### config.mk
export PLATFORM = sky130hd
export DESIGN_NAME = parking_occupancy_counter_flat
export DESIGN_NICKNAME = d
export VERILOG_FILES = /design/src/rtl/parking_occupancy_counter_pkg.sv /design/src/rtl/parking_occupancy_counter_if.sv /design/src/rtl/parking_occupancy_counter_lane_direction.sv /design/src/rtl/parking_occupancy_counter.sv /design/src/flat_wrapper.sv
export SDC_FILE = /design/constraint.sdc
export NUM_CORES = 1
export LEC_CHECK = 0
export BUFFER_PORTS_ARGS = -buffer_cell sky130_fd_sc_hd__buf_2
export CORE_MARGIN = 4
export CORE_UTILIZATION = 55
export CTS_CLUSTER_DIAMETER = 80
export DETAILED_ROUTE_END_ITERATION = 7
export PLACE_DENSITY = 0.8
export SLEW_MARGIN = 0
export SYNTH_ARGS = -nofsm -noshare
export SYNTH_HDL_FRONTEND = slang
export SYNTH_HIERARCHICAL = 1
export SYNTH_SLANG_ARGS = --single-unit
### constraint.sdc
create_clock -name clk -period 2.8 [get_ports clk]
set_input_delay 0.56 -clock clk [delete_from_list [all_inputs] [get_ports clk]]
set_output_delay 0.56 -clock clk [all_outputs]
set_load 0.005 [all_outputs]
### src/rtl/parking_occupancy_counter_pkg.sv
// Shared types and helpers for the multi-lane parking occupancy counter.
package parking_pkg;

    // Per-lane passage tracker states
    typedef enum logic [2:0] {
        IDLE = 3'd0,
        IN1  = 3'd1,
        IN2  = 3'd2,
        IN3  = 3'd3,
        OUT1 = 3'd4,
        OUT2 = 3'd5,
        OUT3 = 3'd6,
        ERR  = 3'd7
    } lane_state_e;

    // Upper bound on gates; popcount always works on this width
    localparam int MAX_LANES   = 8;
    // Headroom bits so COUNT + nin - nout can never wrap before clamping
    localparam int SUM_GUARD_W = 4;

    // Signed width used for the unclamped occupancy sum
    function automatic int sum_w(input int cnt_w);
        return cnt_w + SUM_GUARD_W;
    endfunction

    // Number of set bits in a lane pulse vector
    function automatic logic [3:0] popcount(input logic [MAX_LANES-1:0] v);
        logic [3:0] n;
        n = 4'd0;
        for (int i = 0; i < MAX_LANES; i++) begin
            n = n + {3'd0, v[i]};
        end
        return n;
    endfunction

endpackage

### src/rtl/parking_occupancy_counter_if.sv
// Sensor inputs and occupancy outputs of the parking counter.
interface parking_occupancy_counter_if #(
    parameter int LANES = 2,
    parameter int CNT_W = 8
);
    logic [LANES-1:0] sens_a;
    logic [LANES-1:0] sens_b;
    logic [CNT_W-1:0] count;
    logic             full;
    logic             empty;
    logic [LANES-1:0] in_pulse;
    logic [LANES-1:0] out_pulse;
    logic             reject;
    logic             underflow;

    // Sensor side: drives the beams, observes the occupancy
    modport master (
        output sens_a, sens_b,
        input  count, full, empty, in_pulse, out_pulse, reject, underflow
    );

    // Counter side
    modport slave (
        input  sens_a, sens_b,
        output count, full, empty, in_pulse, out_pulse, reject, underflow
    );
endinterface

### src/rtl/parking_occupancy_counter_lane_direction.sv
// One gate: synchronise and debounce sensors A/B, then decode passage direction.
module lane_direction
    import parking_pkg::*;
#(
    parameter int DEB_N = 8
) (
    input  logic clk,
    input  logic rst_n,
    input  logic tick,
    input  logic raw_a,
    input  logic raw_b,
    output logic in_pulse,
    output logic out_pulse
);
    localparam int CW = $clog2(DEB_N + 1);

    // Bit 0 carries sensor A, bit 1 carries sensor B
    logic [1:0]         sync1_q, sync2_q;
    logic [1:0]         lvl_q, lvl_d;
    logic [1:0][CW-1:0] cnt_q, cnt_d;
    lane_state_e        state_q, state_d;
    logic               in_q, in_d, out_q, out_d;
    logic [1:0]         ab_s;

    // Two-flop synchroniser for the asynchronous beam sensors
    always_ff @(posedge clk or negedge rst_n) begin
        if (!rst_n) begin
            sync1_q <= 2'b00;
            sync2_q <= 2'b00;
        end else begin
            sync1_q <= {raw_b, raw_a};
            sync2_q <= sync1_q;
        end
    end

    // Debounce: a level is accepted after DEB_N consecutive differing samples
    always_comb begin
        lvl_d = lvl_q;
        cnt_d = cnt_q;
        for (int i = 0; i < 2; i++) begin
            if (tick) begin
                if (sync2_q[i] != lvl_q[i]) begin
                    if (cnt_q[i] == CW'(DEB_N - 1)) begin
                        lvl_d[i] = ~lvl_q[i];
                        cnt_d[i] = {CW{1'b0}};
                    end else begin
                        cnt_d[i] = cnt_q[i] + CW'(1);
                    end
                end else begin
                    cnt_d[i] = {CW{1'b0}};
                end
            end else begin
                cnt_d[i] = cnt_q[i];
            end
        end
    end

    // Debounced levels and sample counters
    always_ff @(posedge clk or negedge rst_n) begin
        if (!rst_n) begin
            lvl_q <= 2'b00;
            cnt_q <= '0;
        end else begin
            lvl_q <= lvl_d;
            cnt_q <= cnt_d;
        end
    end

    assign ab_s = {lvl_q[0], lvl_q[1]};  // {a, b}

    // Direction FSM; (0,0) always returns to IDLE and completes IN3/OUT3
    always_comb begin
        state_d = state_q;
        in_d    = 1'b0;
        out_d   = 1'b0;
        if (ab_s == 2'b00) begin
            state_d = IDLE;
            in_d    = (state_q == IN3);
            out_d   = (state_q == OUT3);
        end else begin
            case (state_q)
                IDLE: begin
                    case (ab_s)
                        2'b10:   state_d = IN1;
                        2'b01:   state_d = OUT1;
                        2'b11:   state_d = ERR;
                        default: state_d = IDLE;
                    endcase
                end
                IN1:     state_d = (ab_s == 2'b11) ? IN2 : IN1;
                IN2: begin
                    case (ab_s)
                        2'b01:   state_d = IN3;
                        2'b10:   state_d = IN1;
                        default: state_d = IN2;
                    endcase
                end
                IN3:     state_d = (ab_s == 2'b11) ? IN2 : IN3;
                OUT1:    state_d = (ab_s == 2'b11) ? OUT2 : OUT1;
                OUT2: begin
                    case (ab_s)
                        2'b10:   state_d = OUT3;
                        2'b01:   state_d = OUT1;
                        default: state_d = OUT2;
                    endcase
                end
                OUT3:    state_d = (ab_s == 2'b11) ? OUT2 : OUT3;
                ERR:     state_d = ERR;
                default: state_d = IDLE;
            endcase
        end
    end

    // State register and registered one-cycle direction pulses
    always_ff @(posedge clk or negedge rst_n) begin
        if (!rst_n) begin
            state_q <= IDLE;
            in_q    <= 1'b0;
            out_q   <= 1'b0;
        end else begin
            state_q <= state_d;
            in_q    <= in_d;
            out_q   <= out_d;
        end
    end

    assign in_pulse  = in_q;
    assign out_pulse = out_q;

endmodule

### src/rtl/parking_occupancy_counter.sv
// Multi-lane parking occupancy counter: debounce tick, per-lane decoders,
// saturating occupancy count with FULL/EMPTY and reject/underflow pulses.
module parking_occupancy_counter
    import parking_pkg::*;
#(
    parameter int LANES    = 2,
    parameter int CNT_W    = 8,
    parameter int CAPACITY = 200,
    parameter int TICK_DIV = 12000,
    parameter int DEB_N    = 8
) (
    input  logic                        clk,
    input  logic                        rst_n,
    parking_occupancy_counter_if.slave  bus
);
    localparam int DW = (TICK_DIV > 1) ? $clog2(TICK_DIV) : 1;
    localparam int SW = sum_w(CNT_W);

    logic [DW-1:0]        div_q, div_d;
    logic                 tick_s;
    logic [LANES-1:0]     in_pulse_s, out_pulse_s;
    logic [3:0]           nin_s, nout_s;
    logic signed [SW-1:0] t_s;
    logic [CNT_W-1:0]     count_q, count_d;
    logic                 full_q, full_d, empty_q, empty_d;
    logic                 reject_q, reject_d, underflow_q, underflow_d;

    // Debounce sample tick: one cycle at each wrap of the divider
    always_comb begin
        tick_s = (div_q == DW'(TICK_DIV - 1));
        if (tick_s) begin
            div_d = {DW{1'b0}};
        end else begin
            div_d = div_q + DW'(1);
        end
    end

    // Tick divider register
    always_ff @(posedge clk or negedge rst_n) begin
        if (!rst_n) begin
            div_q <= {DW{1'b0}};
        end else begin
            div_q <= div_d;
        end
    end

    for (genvar g = 0; g < LANES; g++) begin : g_lane
        lane_direction #(.DEB_N(DEB_N)) u_lane (
            .clk      (clk),
            .rst_n    (rst_n),
            .tick     (tick_s),
            .raw_a    (bus.sens_a[g]),
            .raw_b    (bus.sens_b[g]),
            .in_pulse (in_pulse_s[g]),
            .out_pulse(out_pulse_s[g])
        );
    end

    // Net entries against exits, then clamp to 0..CAPACITY
    always_comb begin
        nin_s       = popcount(MAX_LANES'(in_pulse_s));
        nout_s      = popcount(MAX_LANES'(out_pulse_s));
        t_s         = $signed(SW'(count_q)) + $signed(SW'(nin_s)) - $signed(SW'(nout_s));
        reject_d    = 1'b0;
        underflow_d = 1'b0;
        if (t_s > $signed(SW'(CAPACITY))) begin
            count_d  = CNT_W'(CAPACITY);
            reject_d = 1'b1;
        end else if (t_s < $signed({SW{1'b0}})) begin
            count_d     = {CNT_W{1'b0}};
            underflow_d = 1'b1;
        end else begin
            count_d = t_s[CNT_W-1:0];
        end
        full_d  = (count_d == CNT_W'(CAPACITY));
        empty_d = (count_d == {CNT_W{1'b0}});
    end

    // Occupancy count, status flags and event pulses
    always_ff @(posedge clk or negedge rst_n) begin
        if (!rst_n) begin
            count_q     <= {CNT_W{1'b0}};
            full_q      <= 1'b0;
            empty_q     <= 1'b1;
            reject_q    <= 1'b0;
            underflow_q <= 1'b0;
        end else begin
            count_q     <= count_d;
            full_q      <= full_d;
            empty_q     <= empty_d;
            reject_q    <= reject_d;
            underflow_q <= underflow_d;
        end
    end

    assign bus.count     = count_q;
    assign bus.full      = full_q;
    assign bus.empty     = empty_q;
    assign bus.reject    = reject_q;
    assign bus.underflow = underflow_q;
    assign bus.in_pulse  = in_pulse_s;
    assign bus.out_pulse = out_pulse_s;

endmodule
### src/flat_wrapper.sv
// flat-port wrapper written by rule: the top's interface ports become plain ports
module parking_occupancy_counter_flat import parking_pkg::*;
#(
    parameter int LANES    = 2,
    parameter int CNT_W    = 8,
    parameter int CAPACITY = 200,
    parameter int TICK_DIV = 12000,
    parameter int DEB_N    = 8
)
  (clk, rst_n, bus_sens_a, bus_sens_b, bus_count, bus_full, bus_empty, bus_in_pulse, bus_out_pulse, bus_reject, bus_underflow);
  parking_occupancy_counter_if #(.LANES(LANES), .CNT_W(CNT_W)) bus_i ();
  input  logic clk;
  input  logic rst_n;
  input wire logic [$bits(bus_i.sens_a)-1:0] bus_sens_a;
  input wire logic [$bits(bus_i.sens_b)-1:0] bus_sens_b;
  output wire logic [$bits(bus_i.count)-1:0] bus_count;
  output wire logic [$bits(bus_i.full)-1:0] bus_full;
  output wire logic [$bits(bus_i.empty)-1:0] bus_empty;
  output wire logic [$bits(bus_i.in_pulse)-1:0] bus_in_pulse;
  output wire logic [$bits(bus_i.out_pulse)-1:0] bus_out_pulse;
  output wire logic [$bits(bus_i.reject)-1:0] bus_reject;
  output wire logic [$bits(bus_i.underflow)-1:0] bus_underflow;
  assign bus_i.sens_a = bus_sens_a;
  assign bus_i.sens_b = bus_sens_b;
  assign bus_count = bus_i.count;
  assign bus_full = bus_i.full;
  assign bus_empty = bus_i.empty;
  assign bus_in_pulse = bus_i.in_pulse;
  assign bus_out_pulse = bus_i.out_pulse;
  assign bus_reject = bus_i.reject;
  assign bus_underflow = bus_i.underflow;
  parking_occupancy_counter #(.LANES(LANES), .CNT_W(CNT_W), .CAPACITY(CAPACITY), .TICK_DIV(TICK_DIV), .DEB_N(DEB_N)) u_core (.clk(clk), .rst_n(rst_n), .bus(bus_i));
endmodule
* After elaboration in Yosys (flattened, before gate mapping)
Cells that the tools add are included.
** Storage, ports and cells
- Bits in latches :: 0
- Memory bits (writable) :: 0
- Memory bits (read-only) :: 0
- Bits in registers :: 64
- Input port bits :: 6
- Memories kept :: 0
- Output and inout bits :: 16
- Logic and storage cells :: 114
** Operators by class
- Divide/modulo/power cells :: 0
- Equal/unequal tests :: 30
- $lt $le $gt $ge :: 2
- Reduce and logical (&&, ||, !) cells :: 9
- Multiplexer cells :: 36
- Shift operators :: 0
- Multiply operators :: 0
- Add/subtract/negate cells :: 9
- Bitwise gates (word level) :: 4
** Operator list (count)
- 3-bit case mux with 8 select lines :: 2
- 4-bit 2-to-1 mux :: 8
- 3-bit == test (second input constant) :: 8
- 3-bit case mux with 3 select lines :: 2
- 4-bit by 1-bit adder with 4-bit output (second input constant) :: 4
- 4-bit by 3-bit == test with 1-bit output (second input constant) :: 4
- 8-bit 2-to-1 mux :: 2
- 2-bit case mux with 2 select lines :: 4
- 14-bit by 1-bit adder with 14-bit output (second input constant) :: 1
- 14-bit == test (second input constant) :: 1
- 14-bit 2-to-1 mux :: 1
- 3-bit by 2-bit == test with 1-bit output (second input constant) :: 4
- 12-bit by 9-bit greater-than comparator with 1-bit output (second input constant) :: 1
- 12-bit by 1-bit less-than comparator with 1-bit output (second input constant) :: 1
- 3-bit AND reduction :: 4
- 12-bit by 5-bit subtractor with 12-bit output :: 1
- 1-bit 2-to-1 mux :: 11
- 8-bit by 4-bit adder with 9-bit output :: 1
- 2-bit == test (second input constant) :: 4
- 8-bit == test (second input constant) :: 1
- 8-bit zero test :: 1
- 2-bit 2-to-1 mux :: 4
- 3-bit by 1-bit == test with 1-bit output (second input constant) :: 2
- 3-bit zero test :: 2
- 6 further kinds :: 16

* Depth between registers and ports, before layout
- Word-level depth :: 7
- Depth in mapped cells :: 13
- Depth with buffers taken out :: 13

* By module
Netlist, hierarchy kept.
** By module, submodules not included
- parking_occupancy_counter :: times used 1, area an instance 1606.5 µm², cells an instance 162
- lane_direction (u_core.g_lane[0].u_lane) :: times used 1, area an instance 962.2 µm², cells an instance 92
- lane_direction (u_core.g_lane[1].u_lane) :: times used 1, area an instance 959.7 µm², cells an instance 89

* Worst setup path after synthesis
No wires, ideal clock.
- Kind :: register -> register
- Start point :: register u_core.g_lane[0].u_lane.in_q
- End point :: register u_core.count_q[1] (netlist: u_core/bus.count[1])
- Slack :: -0.216 ns
- Cell stages (with the launch flop) :: 12
- Data required time :: 2.695 ns
- Library setup time :: 0.105 ns
- Data arrival time :: 2.911 ns
- Cells stage by stage :: dfrtp_1 fa_1 inv_1 fa_1 inv_1 ha_1 fa_1 a211oi_1 o21ba_2 o22ai_1 o211a_1 nor4b_1
** On the way
- Cells in the longest elaborated chain, start to end :: 6
** RTL lines
- start: declaration :: RTL line parking_occupancy_counter_lane_direction.sv:22 : logic in_q, in_d, out_q, out_d;
- start signal: assignment :: RTL line parking_occupancy_counter_lane_direction.sv:122 : in_q <= in_d;
- 1-bit by 1-bit adder with 2-bit output (*) :: RTL line parking_occupancy_counter_pkg.sv:31 : n = n + {3'd0, v[i]};
- 8-bit by 4-bit adder with 9-bit output (*) :: RTL line parking_occupancy_counter.sv:63 : t_s = $signed(SW'(count_q)) + $signed(SW'(nin_s)) - $signed(SW'(nout_s));
- 12-bit by 5-bit subtractor with 12-bit output (*) :: RTL line parking_occupancy_counter.sv:63
- 12-bit by 1-bit less-than comparator with 1-bit output :: RTL line parking_occupancy_counter.sv:69 : end else if (t_s < $signed({SW{1'b0}})) begin
- 8-bit 2-to-1 mux :: RTL line parking_occupancy_counter.sv:69
- 8-bit 2-to-1 mux (*) :: RTL line parking_occupancy_counter.sv:66 : if (t_s > $signed(SW'(CAPACITY))) begin
- via u_core.count_d[1] :: RTL line parking_occupancy_counter.sv:24 : logic [CNT_W-1:0] count_q, count_d;
- end signal: assignment :: RTL line parking_occupancy_counter.sv:82 : count_q <= {CNT_W{1'b0}};
- end signal: assignment :: RTL line parking_occupancy_counter.sv:88 : count_q <= count_d;
- end: declaration :: RTL line parking_occupancy_counter.sv:24
The timed path passes the listed nets; every way through them passes the cells marked *.
A chain may end at the register's enable or synchronous reset.

* Worst setup path in the final report
- Start point :: register u_core.g_lane[1].u_lane.out_q
- End point :: register u_core.count_q[1] (netlist: u_core/bus.count[1])
** On the way
- Cells in the longest elaborated chain, start to end :: 5
** RTL lines
- start: declaration :: RTL line parking_occupancy_counter_lane_direction.sv:22
- start signal: assignment :: RTL line parking_occupancy_counter_lane_direction.sv:123 : out_q <= out_d;
- 1-bit by 1-bit adder with 2-bit output (*) :: RTL line parking_occupancy_counter_pkg.sv:31
- 12-bit by 5-bit subtractor with 12-bit output (*) :: RTL line parking_occupancy_counter.sv:63
- 12-bit by 1-bit less-than comparator with 1-bit output :: RTL line parking_occupancy_counter.sv:69
- 8-bit 2-to-1 mux :: RTL line parking_occupancy_counter.sv:69
- 8-bit 2-to-1 mux (*) :: RTL line parking_occupancy_counter.sv:66
- via u_core.count_d[1] :: RTL line parking_occupancy_counter.sv:24
Marks and branches as above.

==> impl_metrics.sql <==
INSERT INTO impl_metrics (metric_group, metric, value, unit) VALUES
('outcome', 'run_status', 'finished, violations left', ''),
('outcome', 'violations', 'setup timing', ''),
('clock_tree', 'clock_latency', '0.34', 'ns'),
('die', 'start_util', '58.22', '%'),
('logic_synthesis', 'netlist_area', '3528', 'um2'),
('setup_path', 'r2r_end', 'u_core/bus.count[1]', ''),
('sta', 'timing.final.hold_violations', '0', ''),
('logic_synthesis', 'edff_count_synth', '0', ''),
('sta', 'skew', '0.01101', 'ns'),
('logic_synthesis', 'synth_cell_type_count', '59', ''),
('sta', 'hold_slack', '0.2261', 'ns'),
('setup_path', 'cp_max_fo', '6', ''),
('routing', 'firstDrtPassIters', '7', ''),
('logic_synthesis', 'compound_gate_fraction_of_synth_area', '13.01', '%'),
('die', 'die_height', '88.10', 'um'),
('clock_tree', 'cts_tree', 'done', ''),
('routing', 'vias_per_cell', '5.875', ''),
('placed_design', 'dp.final_hpwl', '4.925', 'mm'),
('setup_path', 'crit_path_end', 'u_core/bus.count[1]', ''),
('routing', 'first_iter_violations', '194', ''),
('routing', 'via_count', '2732', ''),
('setup_path', 'timing.critical_path.to_type', 'flop', ''),
('setup_path', 'worst-r2r-cell-count', '11', ''),
('setup_path', 'regToRegStartpoint', 'u_core/g_lane[1].u_lane/out_pulse', ''),
('sta', 'setup_total_negative_slack', '-1.345', 'ns'),
('hold_path', 'timing.hold.worst.class', 'primary input to async pin', ''),
('logic_synthesis', 'synthAdderAreaFrac', '10.21', '%'),
('pwr', 'power-per-cell-area', '453.3', 'nW/um2'),
('grt', 'antenna_found_initial', '0', ''),
('logic_synthesis', 'synthXorXnorAreaFrac', '4.894', '%'),
('clock_tree', 'htreeDepth', '3', ''),
('sta', 'timing.slew.headroom', '49.98', '%'),
('clock_tree', 'cts_buffer_depth', '2', ''),
('routing', 'drt_drc_violations_left', '0', ''),
('sta', 'setup-violations-final', '12', ''),
('clock_tree', 'postCtsHoldBufs', '0', ''),
('grt', 'global_route.usage.total', '20.21', '%'),
('grt', 'wire_length_of_the_first_global_routing_pass', '12.09', 'mm'),
('sta', 'pins_over_slew_limit', '0', ''),
('logic_synthesis', 'synth_ff_type', 'sky130_fd_sc_hd__dfrtp_1', ''),
('setup_path', 'critical_path.startpoint_type', 'flop', ''),
('placed_design', 'port_buffers', '21', ''),
('logic_synthesis', 'largest_family_of_logic_cells_by_synthesized_area', 'simple AND/OR/NAND/NOR gates', ''),
('logic_synthesis', 'synthMuxAreaShare', '2.730', '%'),
('routing', 'antenna_left', '0', ''),
('sta', 'period_minus_slack', '2.980', 'ns'),
('sta', 'post-route-worst-setup-slack', '-0.1797', 'ns'),
('finish', 'layout.core_utilization', '70.21', '%'),
('finish', 'num-fill-cells', '431', ''),
('die', 'width_of_the_die', '88.10', 'um'),
('logic_synthesis', 'synth_area_in_simple_gates', '18.30', '%'),
('finish', 'multi_input_area', '1907', 'um2'),
('setup_path', 'worstPathArrival', '3.22', 'ns'),
('grt', 'number_of_global_route_vias_before_repair', '2650', ''),
('pwr', 'max_ir_drop_vdd', '523.4', 'uV'),
('logic_synthesis', 'ys_seq_area_share', '45.43', '%'),
('clock_tree', 'inserted_clock_buffers', '9', ''),
('logic_synthesis', 'yosys_register_bits', '64', ''),
('sta', 'setup_repair_after_global_routing_missed_its_margin', 'true', ''),
('setup_path', 'path_class', 'flop to flop', ''),
('setup_path', 'worstPathRequired', '3.05', 'ns'),
('die', 'num_rows', '28', ''),
('clock_tree', 'cts_sinks', '64', ''),
('pwr', 'cellLeakagePower', '1.966', 'nW'),
('sta', 'tightest_slew', '0.7424', 'ns'),
('logic_synthesis', 'ys_top_cells_by_area', 'sky130_fd_sc_hd__dfrtp_1, sky130_fd_sc_hd__ha_1, sky130_fd_sc_hd__inv_1', ''),
('finish', 'final-instance-count-excl-fill', '465', ''),
('finish', 'insertedDiodeCount', '0', ''),
('routing', 'drt_wl_total', '7.375', 'mm'),
('routing', 'post_drt_wl_per_cell', '15.86', 'um'),
('die', 'core-area', '6061', 'um2');
==> synth_stat cells (3+ instances only) <==
cell / number
sky130_fd_sc_hd__nor4_1: 4
sky130_fd_sc_hd__o211ai_1: 3
sky130_fd_sc_hd__ha_1: 24
sky130_fd_sc_hd__xor2_1: 8
sky130_fd_sc_hd__nor2_1: 27
sky130_fd_sc_hd__and3_1: 3
sky130_fd_sc_hd__a31oi_1: 3
sky130_fd_sc_hd__nor2b_1: 9
sky130_fd_sc_hd__nand2_1: 18
sky130_fd_sc_hd__xnor2_1: 8
sky130_fd_sc_hd__o21ai_1: 4
sky130_fd_sc_hd__mux2_1: 4
sky130_fd_sc_hd__o21ai_0: 14
sky130_fd_sc_hd__nand4_1: 7
sky130_fd_sc_hd__nor4b_1: 5
sky130_fd_sc_hd__nand3_1: 17
sky130_fd_sc_hd__dfrtp_1: 63
sky130_fd_sc_hd__o22ai_1: 4
sky130_fd_sc_hd__mux2i_1: 4
sky130_fd_sc_hd__nor3b_1: 6
sky130_fd_sc_hd__nand2b_1: 5
sky130_fd_sc_hd__o41ai_2: 3
sky130_fd_sc_hd__and3b_1: 3
sky130_fd_sc_hd__fa_1: 3
sky130_fd_sc_hd__a21oi_1: 8
sky130_fd_sc_hd__inv_1: 36
sky130_fd_sc_hd__buf_2: 3
sky130_fd_sc_hd__o21a_1: 3
sky130_fd_sc_hd__nor3_1: 3
==> placed cells by master, fill, tap and decap left out, drive strengths merged, types with 8 or more instances in the layout <==
| cell | instances |
|---|---|
| dfrtp | 63 |
| buf | 39 |
| inv | 36 |
| nor2 | 27 |
| ha | 24 |
| nand2 | 19 |
| o21ai | 18 |
| nand3 | 17 |
| xor2 | 10 |
| clkbuf | 9 |
| nor2b | 9 |
| xnor2 | 8 |
| a21oi | 8 |
==> metal layers <==
| metal | up-vias | global-route usage (%) | part of all wire [%] |
|---|---|---|---|
| met5 | - | 0 | 0 |
| met2 | 81 | 34.32 | 51 |
| li1 | 1277 | - | - |
| met1 | 1347 | 24.65 | 42 |
| met3 | 27 | 5.738 | 4.7 |
| met4 | 0 | 7.280 | 2.4 |
==> state kept, by name, indices dropped and copies added, names as in the netlist <==
register / cells
u_core/g_lane.u_lane/out_pulse: 2
u_core/g_lane.u_lane/sync1_q: 4
u_core/g_lane.u_lane/in_pulse: 2
u_core/bus.count: 8
u_core/g_lane.u_lane/state_q: 6
u_core/bus.empty: 1
u_core/g_lane.u_lane/lvl_q: 4
u_core/g_lane.u_lane/sync2_q: 4
u_core/bus.underflow: 1
u_core/div_q: 14
u_core/bus.reject: 1
u_core/bus.full: 1
u_core/g_lane.u_lane/cnt_q: 16
==> per-stage QoR <==
stage          power [mW]  cell area [um2]  worst slack (ns)
2_1_floorplan      0.9564             3597          -0.03671
3_3_place_gp       0.9813             3864          -0.09164
3_5_place_dp       0.9828             3864           -0.1965
4_1_cts             1.949             4224           -0.1397
5_1_grt             1.996             4255           -0.2643
6_report            1.929             4255           -0.1797
==> area by class of cell <==
| type | count | share of cell area [%] |
|---|---|---|
| Multi-Input combinational cell | 234 | 44.81 |
| Timing Repair Buffer | 39 | 6.204 |
| Sequential cell | 64 | 37.67 |
| Clock inverter | 7 | 2.823 |
| Tap cell | 75 | 2.205 |
| Inverter | 37 | 3.381 |
| Clock buffer | 9 | 2.911 |
==> worst min path at each step <==
| stage | endpoint | cells after the start | startpoint |
|---|---|---|---|
| floorplan | u_core/bus.count[0] | 0 | rst_n |
| global placement | u_core/g_lane[1].u_lane/sync2_q[0] | 0 | u_core/g_lane[1].u_lane/sync1_q[0] |
| detailed placement | u_core/g_lane[1].u_lane/sync2_q[0] | 0 | u_core/g_lane[1].u_lane/sync1_q[0] |
| CTS | u_core/div_q[11] | 1 | rst_n |
| global route | u_core/div_q[11] | 1 | rst_n |
| finish | u_core/div_q[11] | 1 | rst_n |
==> cell families after synthesis <==
logic type               count (synthesis)
multiplexers                             9
XOR/XNOR                                18
AO/OA/AOI/OAI                           63
buffers and inverters                   45
adder cells (fa/ha/maj)                 27
flip-flops                              64
AND/OR/NAND/NOR                        117
==> timing repair <==
item                       4_1_cts  5_1_grt
setup endpoints to repair       12       12
pin swaps                       18        6
buffers inserted                 3        1
gates resized for setup         25        6
==> worst max-delay path, cell delays in order, from the launching register on <==
cell	delay, ns
sky130_fd_sc_hd__dfrtp_1	0.36
sky130_fd_sc_hd__inv_2	0.05
sky130_fd_sc_hd__fa_2	0.56
sky130_fd_sc_hd__inv_2	0.04
sky130_fd_sc_hd__fa_2	0.33
sky130_fd_sc_hd__inv_2	0.07
sky130_fd_sc_hd__ha_4	0.12
sky130_fd_sc_hd__fa_2	0.47
sky130_fd_sc_hd__nor3b_4	0.26
sky130_fd_sc_hd__nor2_2	0.08
sky130_fd_sc_hd__o211a_4	0.29
sky130_fd_sc_hd__nor4b_2	0.25
==> power by group <==
group | internal [mW] | switching, mW
clock | 0.592 | 0.373
sequential | 0.930 | 0.00392
combinational | 0.00716 | 0.0226
No activity file was read; power rests on OpenSTA's default activity.
